<file path="src/rtl/laser_pkg.sv">
`default_nettype none
// ============================================================================
// Module   : laser_pkg
// Purpose  : Shared constants and helpers for the laser shot/bomb schedulers.
// Revision : 1.0 - initial release
// ============================================================================
package laser_pkg;

    localparam int NUM_SLOTS     = 4;
    localparam int SCREEN_WIDTH  = 640;
    localparam int SCREEN_HEIGHT = 480;
    localparam int X_W           = 10;

    typedef enum logic {
        OWNER_PLAYER = 1'b0,
        OWNER_ALIEN  = 1'b1
    } owner_e;

    function automatic int popcount(input logic [31:0] v);
        int n;
        n = 0;
        for (int i = 0; i < 32; i++) begin
            n += int'(v[i]);
        end
        return n;
    endfunction

endpackage
`default_nettype wire

</file>
<file path="src/rtl/slot_pick.sv">
`default_nettype none
// ============================================================================
// Module   : slot_pick
// Purpose  : Lowest-index free slot priority encoder (one-hot + any_free).
// Revision : 1.0 - initial release
// ============================================================================
module slot_pick #(
    parameter int N = 4
) (
    input  logic [N-1:0] slot_busy,
    output logic [N-1:0] free_onehot,
    output logic         any_free
);

    // ~x & (x+1) isolates the lowest zero bit; all-busy wraps to zero.
    always_comb begin
        free_onehot = ~slot_busy & (slot_busy + N'(1));
        any_free    = ~&slot_busy;
    end

endmodule
`default_nettype wire

</file>
<file path="src/rtl/laser_shot_scheduler.sv">
`default_nettype none
// ============================================================================
// Module   : laser_shot_scheduler
// Purpose  : Arbitrates player/alien shots into a shared laser slot pool.
// Revision : 1.0 - initial release
// ============================================================================
module laser_shot_scheduler #(
    parameter int NUM_SLOTS        = laser_pkg::NUM_SLOTS,
    parameter int PLAYER_MAX_SHOTS = 1,
    parameter int PLAYER_COOLDOWN  = 8,
    parameter int ALIEN_COOLDOWN   = 30,
    parameter int MOVE_DIV         = 100000
) (
    input  logic                      clk,
    input  logic                      reset_n,
    input  logic                      frame_tick,
    input  logic                      player_fire,
    input  logic [laser_pkg::X_W-1:0] player_x,
    input  logic                      alien_req,
    input  logic [laser_pkg::X_W-1:0] alien_x,
    input  logic [NUM_SLOTS-1:0]      slot_done,
    output logic [NUM_SLOTS-1:0]      fire,
    output logic [laser_pkg::X_W-1:0] fire_x,
    output logic [NUM_SLOTS-1:0]      slot_busy,
    output logic [NUM_SLOTS-1:0]      slot_owner,
    output logic                      alien_grant,
    output logic                      move_tick
);
    import laser_pkg::*;

    localparam int PCD_W = (PLAYER_COOLDOWN > 0) ? $clog2(PLAYER_COOLDOWN + 1) : 1;
    localparam int ACD_W = (ALIEN_COOLDOWN > 0) ? $clog2(ALIEN_COOLDOWN + 1) : 1;
    localparam int MV_W  = (MOVE_DIV > 1) ? $clog2(MOVE_DIV) : 1;

    localparam logic [PCD_W-1:0] PCD_LOAD = PCD_W'(PLAYER_COOLDOWN);
    localparam logic [ACD_W-1:0] ACD_LOAD = ACD_W'(ALIEN_COOLDOWN);
    localparam logic [MV_W-1:0]  MV_LAST  = MV_W'(MOVE_DIV - 1);

    logic                 prev_fire_q, prev_fire_d;
    logic                 pending_q, pending_d;
    logic [PCD_W-1:0]     pcd_q, pcd_d;
    logic [ACD_W-1:0]     acd_q, acd_d;
    logic [NUM_SLOTS-1:0] busy_q, busy_d;
    logic [NUM_SLOTS-1:0] owner_q, owner_d;
    logic [NUM_SLOTS-1:0] fire_q, fire_d;
    logic [X_W-1:0]       fire_x_q, fire_x_d;
    logic                 grant_q, grant_d;
    logic [MV_W-1:0]      mv_cnt_q, mv_cnt_d;
    logic                 move_tick_q, move_tick_d;

    logic [NUM_SLOTS-1:0] w_free;
    logic                 w_any_free;
    logic                 w_press;
    logic                 w_player_go;
    logic                 w_alien_go;
    int                   w_player_cnt;
    int                   w_alien_cnt;

    slot_pick #(
        .N (NUM_SLOTS)
    ) u_slot_pick (
        .slot_busy   (busy_q),
        .free_onehot (w_free),
        .any_free    (w_any_free)
    );

    always_comb begin
        w_press      = player_fire & ~prev_fire_q;
        w_player_cnt = popcount(32'(busy_q & ~owner_q));
        w_alien_cnt  = popcount(32'(busy_q & owner_q));
        w_player_go  = pending_q && (pcd_q == '0) &&
                       (w_player_cnt < PLAYER_MAX_SHOTS) && w_any_free;
        // One slot always stays out of reach of the aliens.
        w_alien_go   = !w_player_go && alien_req && (acd_q == '0) &&
                       (w_alien_cnt < NUM_SLOTS - 1) && w_any_free;

        prev_fire_d = player_fire;
        pending_d   = w_press | (pending_q & ~w_player_go);
        busy_d      = busy_q & ~slot_done;
        owner_d     = owner_q;
        fire_d      = '0;
        fire_x_d    = fire_x_q;
        grant_d     = 1'b0;

        if (w_player_go) begin
            busy_d   = busy_d | w_free;
            owner_d  = owner_q & ~w_free;
            fire_d   = w_free;
            fire_x_d = player_x;
        end else if (w_alien_go) begin
            busy_d   = busy_d | w_free;
            owner_d  = owner_q | w_free;
            fire_d   = w_free;
            fire_x_d = alien_x;
            grant_d  = 1'b1;
        end

        pcd_d = pcd_q;
        if (w_player_go) begin
            pcd_d = PCD_LOAD;
        end else if (frame_tick && (pcd_q != '0)) begin
            pcd_d = pcd_q - PCD_W'(1);
        end

        acd_d = acd_q;
        if (w_alien_go) begin
            acd_d = ACD_LOAD;
        end else if (frame_tick && (acd_q != '0)) begin
            acd_d = acd_q - ACD_W'(1);
        end

        mv_cnt_d    = (mv_cnt_q == MV_LAST) ? '0 : mv_cnt_q + MV_W'(1);
        move_tick_d = (mv_cnt_d == MV_LAST);
    end

    always_ff @(posedge clk) begin
        if (!reset_n) begin
            prev_fire_q <= 1'b1;
            pending_q   <= 1'b0;
            pcd_q       <= '0;
            acd_q       <= '0;
            busy_q      <= '0;
            owner_q     <= '0;
            fire_q      <= '0;
            fire_x_q    <= '0;
            grant_q     <= 1'b0;
            mv_cnt_q    <= '0;
            move_tick_q <= 1'b0;
        end else begin
            prev_fire_q <= prev_fire_d;
            pending_q   <= pending_d;
            pcd_q       <= pcd_d;
            acd_q       <= acd_d;
            busy_q      <= busy_d;
            owner_q     <= owner_d;
            fire_q      <= fire_d;
            fire_x_q    <= fire_x_d;
            grant_q     <= grant_d;
            mv_cnt_q    <= mv_cnt_d;
            move_tick_q <= move_tick_d;
        end
    end

    assign fire        = fire_q;
    assign fire_x      = fire_x_q;
    assign slot_busy   = busy_q;
    assign slot_owner  = owner_q;
    assign alien_grant = grant_q;
    assign move_tick   = move_tick_q;

endmodule
`default_nettype wire

</file>
<file path="config.mk">
export PLATFORM = sky130hd
export DESIGN_NAME = laser_shot_scheduler
export DESIGN_NICKNAME = d
export VERILOG_FILES = /design/src/rtl/laser_pkg.sv /design/src/rtl/slot_pick.sv /design/src/rtl/laser_shot_scheduler.sv
export SDC_FILE = /design/constraint.sdc
export NUM_CORES = 1
export LEC_CHECK = 0
export ABC_CLOCK_PERIOD_IN_PS = 3000
export CELL_PAD_IN_SITES_DETAIL_PLACEMENT = 0
export CELL_PAD_IN_SITES_GLOBAL_PLACEMENT = 1
export CORE_AREA = 2 2 90 92
export DETAILED_ROUTE_END_ITERATION = 7
export DIE_AREA = 0 0 92 94
export PLACE_DENSITY_LB_ADDON = 0.1
export SLEW_MARGIN = 0
export SYNTH_ARGS = -nofsm -noshare
export SYNTH_HDL_FRONTEND = slang
export SYNTH_HIERARCHICAL = 1
export SYNTH_SLANG_ARGS = --single-unit
</file>
<file path="constraint.sdc">
create_clock -name clk -period 3 [get_ports clk]
set_clock_uncertainty 0.15 [all_clocks]
set_input_delay 0.6 -clock clk [delete_from_list [all_inputs] [get_ports clk]]
set_output_delay 0.6 -clock clk [all_outputs]
set_load 0.01 [all_outputs]
</file>
==> After elaboration in Yosys (flattened, before gate mapping) <==
Cells that the tools add are included.
{ "op_classes": {"add_sub_neg": 66, "n_mul": 0, "n_div": 0, "magnitude_cmp": 2, "n_eq_ne": 2, "n_shift": 0, "muxes": 14, "bitwise": 17, "n_reduce_logical": 21} }
{ "op_table": {"columns": ["operator", "n"], "rows": [
  ["equality test 17 bit (second input constant)", 2],
  ["adder 31 x 1 -> 32 bit", 1],
  ["adder 31 x 1 -> 32 bit (second input constant)", 1],
  ["AND 4 x 32 -> 32 bit", 1],
  ["< comparator 32 x 2 -> 1 bit (second input constant)", 1],
  ["< comparator 32 x 3 -> 1 bit (second input constant)", 1],
  ["2-to-1 mux 4 bit", 8],
  ["NOT 4 -> 32 bit", 1],
  ["adder 30 x 1 -> 31 bit", 1],
  ["adder 30 x 1 -> 31 bit (second input constant)", 1],
  ["adder 29 x 1 -> 30 bit", 1],
  ["adder 29 x 1 -> 30 bit (second input constant)", 1],
  ["adder 28 x 1 -> 29 bit", 1],
  ["adder 28 x 1 -> 29 bit (second input constant)", 1],
  ["adder 27 x 1 -> 28 bit", 1],
  ["adder 27 x 1 -> 28 bit (second input constant)", 1],
  ["adder 26 x 1 -> 27 bit", 1],
  ["adder 26 x 1 -> 27 bit (second input constant)", 1],
  ["adder 25 x 1 -> 26 bit", 1],
  ["adder 25 x 1 -> 26 bit (second input constant)", 1],
  ["adder 24 x 1 -> 25 bit", 1],
  ["adder 24 x 1 -> 25 bit (second input constant)", 1],
  ["adder 23 x 1 -> 24 bit", 1],
  ["adder 23 x 1 -> 24 bit (second input constant)", 1],
  ["other kinds (64)", 90]
]} }
{ "word_totals": {"regBits": 52, "latch_bits": 0, "ram_bits": 0, "rom_bits": 0, "elab_cells": 135, "mem_count": 0} }

==> Longest topological paths before layout <==
{ "depth": {"ltp_word": 43, "ltp_mapped": 11} }

==> By module <==
The synthesis kept the hierarchy.
{ "modules_own_cells": {"columns": ["mod", "instances", "cells_per_inst", "area_each_um2"], "rows": [
  ["laser_shot_scheduler", 1, 281, 2508.7],
  ["slot_pick", 1, 5, 36.3]
]} }

==> Worst setup path after synthesis <==
OpenSTA, ideal clock, no wires.
{ "synth_path": {"path_kind": "register -> register", "from": "reg busy_q[1], in the netlist slot_busy[1]", "to": "reg acd_q[1]", "setup_time_ns": 0.128, "arrival_ns": 2.682, "required_ns": 2.722, "path_slack_ns": 0.040, "path_stages_with_launch": 11, "n_path_buf": 0, "cell_sequence": "dfxtp_1 nor2b_1 fa_1 ha_1 inv_1 ha_1 nand2b_1 nor4_1 nor2_1 a211oi_1 nor2_1"} }
{ "synth_via": {"elab_chain_len": 41} }
{ "synth_rtl": {"columns": ["element", "line", "source"], "rows": [
  ["start: declaration", "laser_shot_scheduler.sv:43", "logic [NUM_SLOTS-1:0] busy_q, busy_d;"],
  ["start signal: assignment", "laser_shot_scheduler.sv:134", "busy_q <= busy_d;"],
  ["AND 4 x 32 -> 32 bit", "laser_shot_scheduler.sv:69", "w_player_cnt = popcount(32'(busy_q & ~owner_q));"],
  ["adder 1 x 1 -> 2 bit", "laser_pkg.sv:23", "n += int'(v[i]);"],
  ["adder 2 x 1 -> 3 bit", "laser_pkg.sv:23", null],
  ["adder 3 x 1 -> 4 bit", "laser_pkg.sv:23", null],
  ["adder 4 x 1 -> 5 bit", "laser_pkg.sv:23", null],
  ["adder 5 x 1 -> 6 bit", "laser_pkg.sv:23", null],
  ["adder 6 x 1 -> 7 bit", "laser_pkg.sv:23", null],
  ["adder 7 x 1 -> 8 bit", "laser_pkg.sv:23", null],
  ["[... 23 more ...]", null, null],
  ["adder 31 x 1 -> 32 bit", "laser_pkg.sv:23", null],
  ["< comparator 32 x 2 -> 1 bit", "laser_shot_scheduler.sv:72", "(w_player_cnt < PLAYER_MAX_SHOTS) && w_any_free;"],
  ["logical AND 1 bit", "laser_shot_scheduler.sv:71", "w_player_go = pending_q && (pcd_q == '0) &&"],
  ["logical AND 1 bit", "laser_shot_scheduler.sv:72", null],
  ["zero test 1 bit", "laser_shot_scheduler.sv:74", "w_alien_go = !w_player_go && alien_req && (acd_q == '0) &&"],
  ["logical AND 1 bit (3 in series)", "laser_shot_scheduler.sv:74", null],
  ["logical AND 1 bit *", "laser_shot_scheduler.sv:75", "(w_alien_cnt < NUM_SLOTS - 1) && w_any_free;"],
  ["2-to-1 mux 5 bit or nonzero test 2 bit (tied branches)", null, null],
  ["end signal: assignment", "laser_shot_scheduler.sv:121", "acd_q <= '0;"],
  ["end signal: assignment", "laser_shot_scheduler.sv:133", "acd_q <= acd_d;"],
  ["end: declaration", "laser_shot_scheduler.sv:42", "logic [ACD_W-1:0] acd_q, acd_d;"]
]} }
Every way passes the cells marked *; elsewhere a longest branch is shown, timed or not.
A chain may end at the register's enable or synchronous reset.

==> Worst setup path after layout <==
{ "layout_path": {"from": "reg busy_q[0], in the netlist slot_busy[0]", "to": "reg fire_x_q[0], in the netlist fire_x[0]"} }
{ "layout_via": {"elab_chain_len": 41} }
{ "layout_rtl": {"columns": ["element", "line", "source"], "rows": [
  ["AND 4 x 32 -> 32 bit", "laser_shot_scheduler.sv:69", null],
  ["adder 1 x 1 -> 2 bit", "laser_pkg.sv:23", null],
  ["adder 2 x 1 -> 3 bit", "laser_pkg.sv:23", null],
  ["adder 3 x 1 -> 4 bit", "laser_pkg.sv:23", null],
  ["adder 4 x 1 -> 5 bit", "laser_pkg.sv:23", null],
  ["adder 5 x 1 -> 6 bit", "laser_pkg.sv:23", null],
  ["adder 6 x 1 -> 7 bit", "laser_pkg.sv:23", null],
  ["adder 7 x 1 -> 8 bit", "laser_pkg.sv:23", null],
  ["[... 23 more ...]", null, null],
  ["adder 31 x 1 -> 32 bit", "laser_pkg.sv:23", null],
  ["< comparator 32 x 2 -> 1 bit", "laser_shot_scheduler.sv:72", null],
  ["logical AND 1 bit", "laser_shot_scheduler.sv:71", null],
  ["logical AND 1 bit", "laser_shot_scheduler.sv:72", null],
  ["zero test 1 bit", "laser_shot_scheduler.sv:74", null],
  ["logical AND 1 bit (3 in series)", "laser_shot_scheduler.sv:74", null],
  ["logical AND 1 bit", "laser_shot_scheduler.sv:75", null],
  ["nonzero test 2 bit (no line)", null, null],
  ["end signal: assignment", "laser_shot_scheduler.sv:137", "fire_x_q <= fire_x_d;"],
  ["end: declaration", "laser_shot_scheduler.sv:46", "logic [X_W-1:0] fire_x_q, fire_x_d;"]
]} }
Several ways; a longest one is shown, not always the timed one.

==> results.py <==
metrics = {
    "setup_path": {
        "critPathLaunchType": "flop",
        "reg2reg_slack_ps": 150,
        "slowest_stage": "fa_1",
        "critical_path.max_stage_delay_ps": 480,
        "cpMostUsedCell": "ha_1",
        "crit_buf_inv": 2,
        "critical_path.cell_chain": "buf_4 -> and2_1 -> fa_1 -> ha_1 -> ha_1 -> a2111oi_4 -> buf_12 -> mux2i_1 -> a211oi_2",
        "cp-end-kind": "flop",
        "critPathRequiredTime_ps": 3040,
        "worstSetupPathType": "reg -> reg",
        "cp_max_fo": 10,
        "arrival_ps": 2890,
        "cp_top_family": "adder cells",
    },
    "pwr": {
        "leakage_nw": 1.23,
        "vdd_drop_max_mv": 0.207,
        "power_density_mw_per_mm2": 643,
    },
    "yosys": {
        "synth_seq_area_share": 0.409,
        "synth_cells": 286,
        "synthesis.nets": 325,
        "syn_area_per_cell_um2": 8.90,
        "synth-main-ff-cell": "dfxtp_1",
        "yosys_warnings": 6,
        "ys_ff_latch": 52,
        "syn_area_mm2": 0.00254,
        "async_flop_share": 0,
        "synth_cell_types": 42,
        "synth_edf_count": 0,
    },
    "route": {
        "avgRoutedWirePerCell_um": 13.6,
        "drt_first_pass_iters": 4,
        "drc": 0,
        "drt_iter0_markers": 65,
        "vias": 2161,
        "routed_wl_mm": 6.02,
        "drtAntennaViolNets": 0,
        "vias_per_cell": 4.88,
    },
    "outcome": {
        "outcome": "completed",
    },
    "sta": {
        "fin_crit_ps": 2850,
        "setup_viol": 0,
        "worst_pin_slew_ps": 550,
        "fin_crit_sh": 0.949,
        "setup_slack_ps": 153,
        "max_slew_margin": 0.631,
        "max_freq_mhz": 351,
        "drv_slew": 0,
        "whs_ps": 324,
        "hold_violations": 0,
    },
    "die": {
        "die-area_mm2": 0.00865,
        "die_h_um": 94,
        "initial_core_util": 0.335,
        "coreArea_mm2": 0.00761,
        "rows": 32,
        "ios": 53,
        "die_w_um": 92,
    },
    "place": {
        "routabilityCongestion": 0.807,
        "dpl-instance-area_mm2": 0.00322,
        "io_buffers": 52,
        "place_hpwl_mm": 4.39,
        "pre_cts_ws_ps": 157,
    },
    "min_path": {
        "hp-class": "reg -> reg",
    },
    "cells_and_area": {
        "layout_commonest_cell": "clkdlybuf4s50_1",
        "antenna-diode-count": 0,
        "area_growth_pct": 31.6,
        "nFillCells": 781,
        "final_area_mm2": 0.00335,
        "nets": 379,
        "final_cell_mix": "clkdlybuf4s50_1 (52), dfxtp_1 (51), nor2_1 (43), nand2_1 (14)",
        "drive_gt1_frac": 0.0968,
    },
    "global_route": {
        "grt_pass1_wl_mm": 10.1,
        "grt_pass1_vias": 2066,
        "track_usage": 0.145,
        "grt_max_degree": 30,
        "gr-total-overflow": 0,
        "antenna_found_initial": 0,
    },
    "clock_tree": {
        "clockBufferDepth": 2,
        "cts_tree": "yes",
        "htreeDepth": 2,
        "clk_pin_slew_worst_paths_ps": 100,
        "cts_root_buf": "clkbuf_8",
        "numCtsBuffers": 5,
        "clkSinkCount": 52,
        "clk_latency_ps": 300,
    },
    "run": {
        "cap_violations": 0,
    },
}
==> repair_timing <==
item,4_1_cts,5_1_grt
resized for setup,0,10
setup endpoints to repair,0,23
setup buffers,0,0
hold buffers,0,0
==> layer usage <==
metal	global-route usage	wire length, um
met2	0.242	2780
met1	0.194	2980
met3	0.0265	205
met4	0.0373	57
met5	0	0
==> final timing paths <==
path,to,cells past startpoint,start
setup / recovery,fire_x[0],9,slot_busy[0]
hold reg to reg,mv_cnt_q[0],1,mv_cnt_q[0]
hold / removal,mv_cnt_q[0],1,mv_cnt_q[0]
setup reg to reg,fire_x[0],9,slot_busy[0]
==> cells in the mapped netlist, drive strengths merged (3+ instances only) <==
library cell   n  share of area
a211oi        15          0.044
a21oi         13          0.026
a31oi          3         0.0074
and2           7          0.017
and3           4         0.0098
buf            3         0.0084
clkbuf        13          0.019
dfxtp         52           0.41
ha             8          0.039
inv           10          0.015
mux2i         11          0.043
nand2         15          0.022
nand2b         3         0.0074
nand3          6          0.012
nand4          7          0.017
nor2          44          0.065
nor2b         11          0.027
nor3           7          0.014
nor4           6          0.015
or4b           3          0.013
xnor2         13          0.045
xor2           8          0.028
==> cell families (layout without fill, tap and decap cells) <==
group / after synthesis / count (layout) / share of synthesized area
multiplexers: 11 / 11 / 0.0433
AO/OA/AOI/OAI: 40 / 40 / 0.115
XOR/XNOR: 21 / 21 / 0.0723
AND/OR/NAND/NOR: 126 / 126 / 0.263
buffers and inverters: 26 / 81 / 0.0423
flip-flops: 52 / 52 / 0.409
adder cells (fa/ha/maj): 10 / 10 / 0.0551
==> per-stage QoR <==
| stage | total power, W | util | setup TNS, ps | instances |
|---|---|---|---|---|
| floorplan | 0.00140 | - | 0 | 286 |
| global placement | 0.00172 | 0.423 | 0 | 435 |
| detailed placement | 0.00172 | 0.423 | 0 | 435 |
| CTS | 0.00216 | 0.436 | 0 | 443 |
| global route | 0.00233 | 0.440 | -38.9 | 443 |
| finish | 0.00215 | 0.440 | 0 | 443 |
==> worst register-to-register path, stage by stage, from the launching register on <==
cell and delay, ps:
dfxtp_1 330, buf_4 160, and2_1 180, fa_1 480
ha_1 210, ha_1 320, a2111oi_4 410, buf_12 200
mux2i_1 220, a211oi_2 80
==> power breakdown <==
group | switching, W | total [W] | internal (W)
registers | 0.0000738 | 0.000885 | 0.000811
logic | 0.000399 | 0.000843 | 0.000443
clock network | 0.000237 | 0.000424 | 0.000187
total | 0.000710 | 0.00215 | 0.00144
==> layout make-up <==
type | count | area [um^2] | area share
tap | 102 | 128 | 0.0381
clock inverter | 2 | 15.0 | 0.00448
clock buffer | 6 | 82.6 | 0.0247
inverter | 10 | 37.5 | 0.0112
sequential | 52 | 1040 | 0.311
multi-input combinational | 208 | 1420 | 0.424
timing repair buffer | 63 | 623 | 0.186
==> sequential cells by signal (all words and copies together) (netlist names), named ones only <==
signal / count
prev_fire_q: 1
acd_q: 5
fire_x: 10
fire: 4
mv_cnt_q: 17
alien_grant: 1
move_tick: 1
pending_q: 1
slot_busy: 4
pcd_q: 4
(Power assumes the default switching activity.)
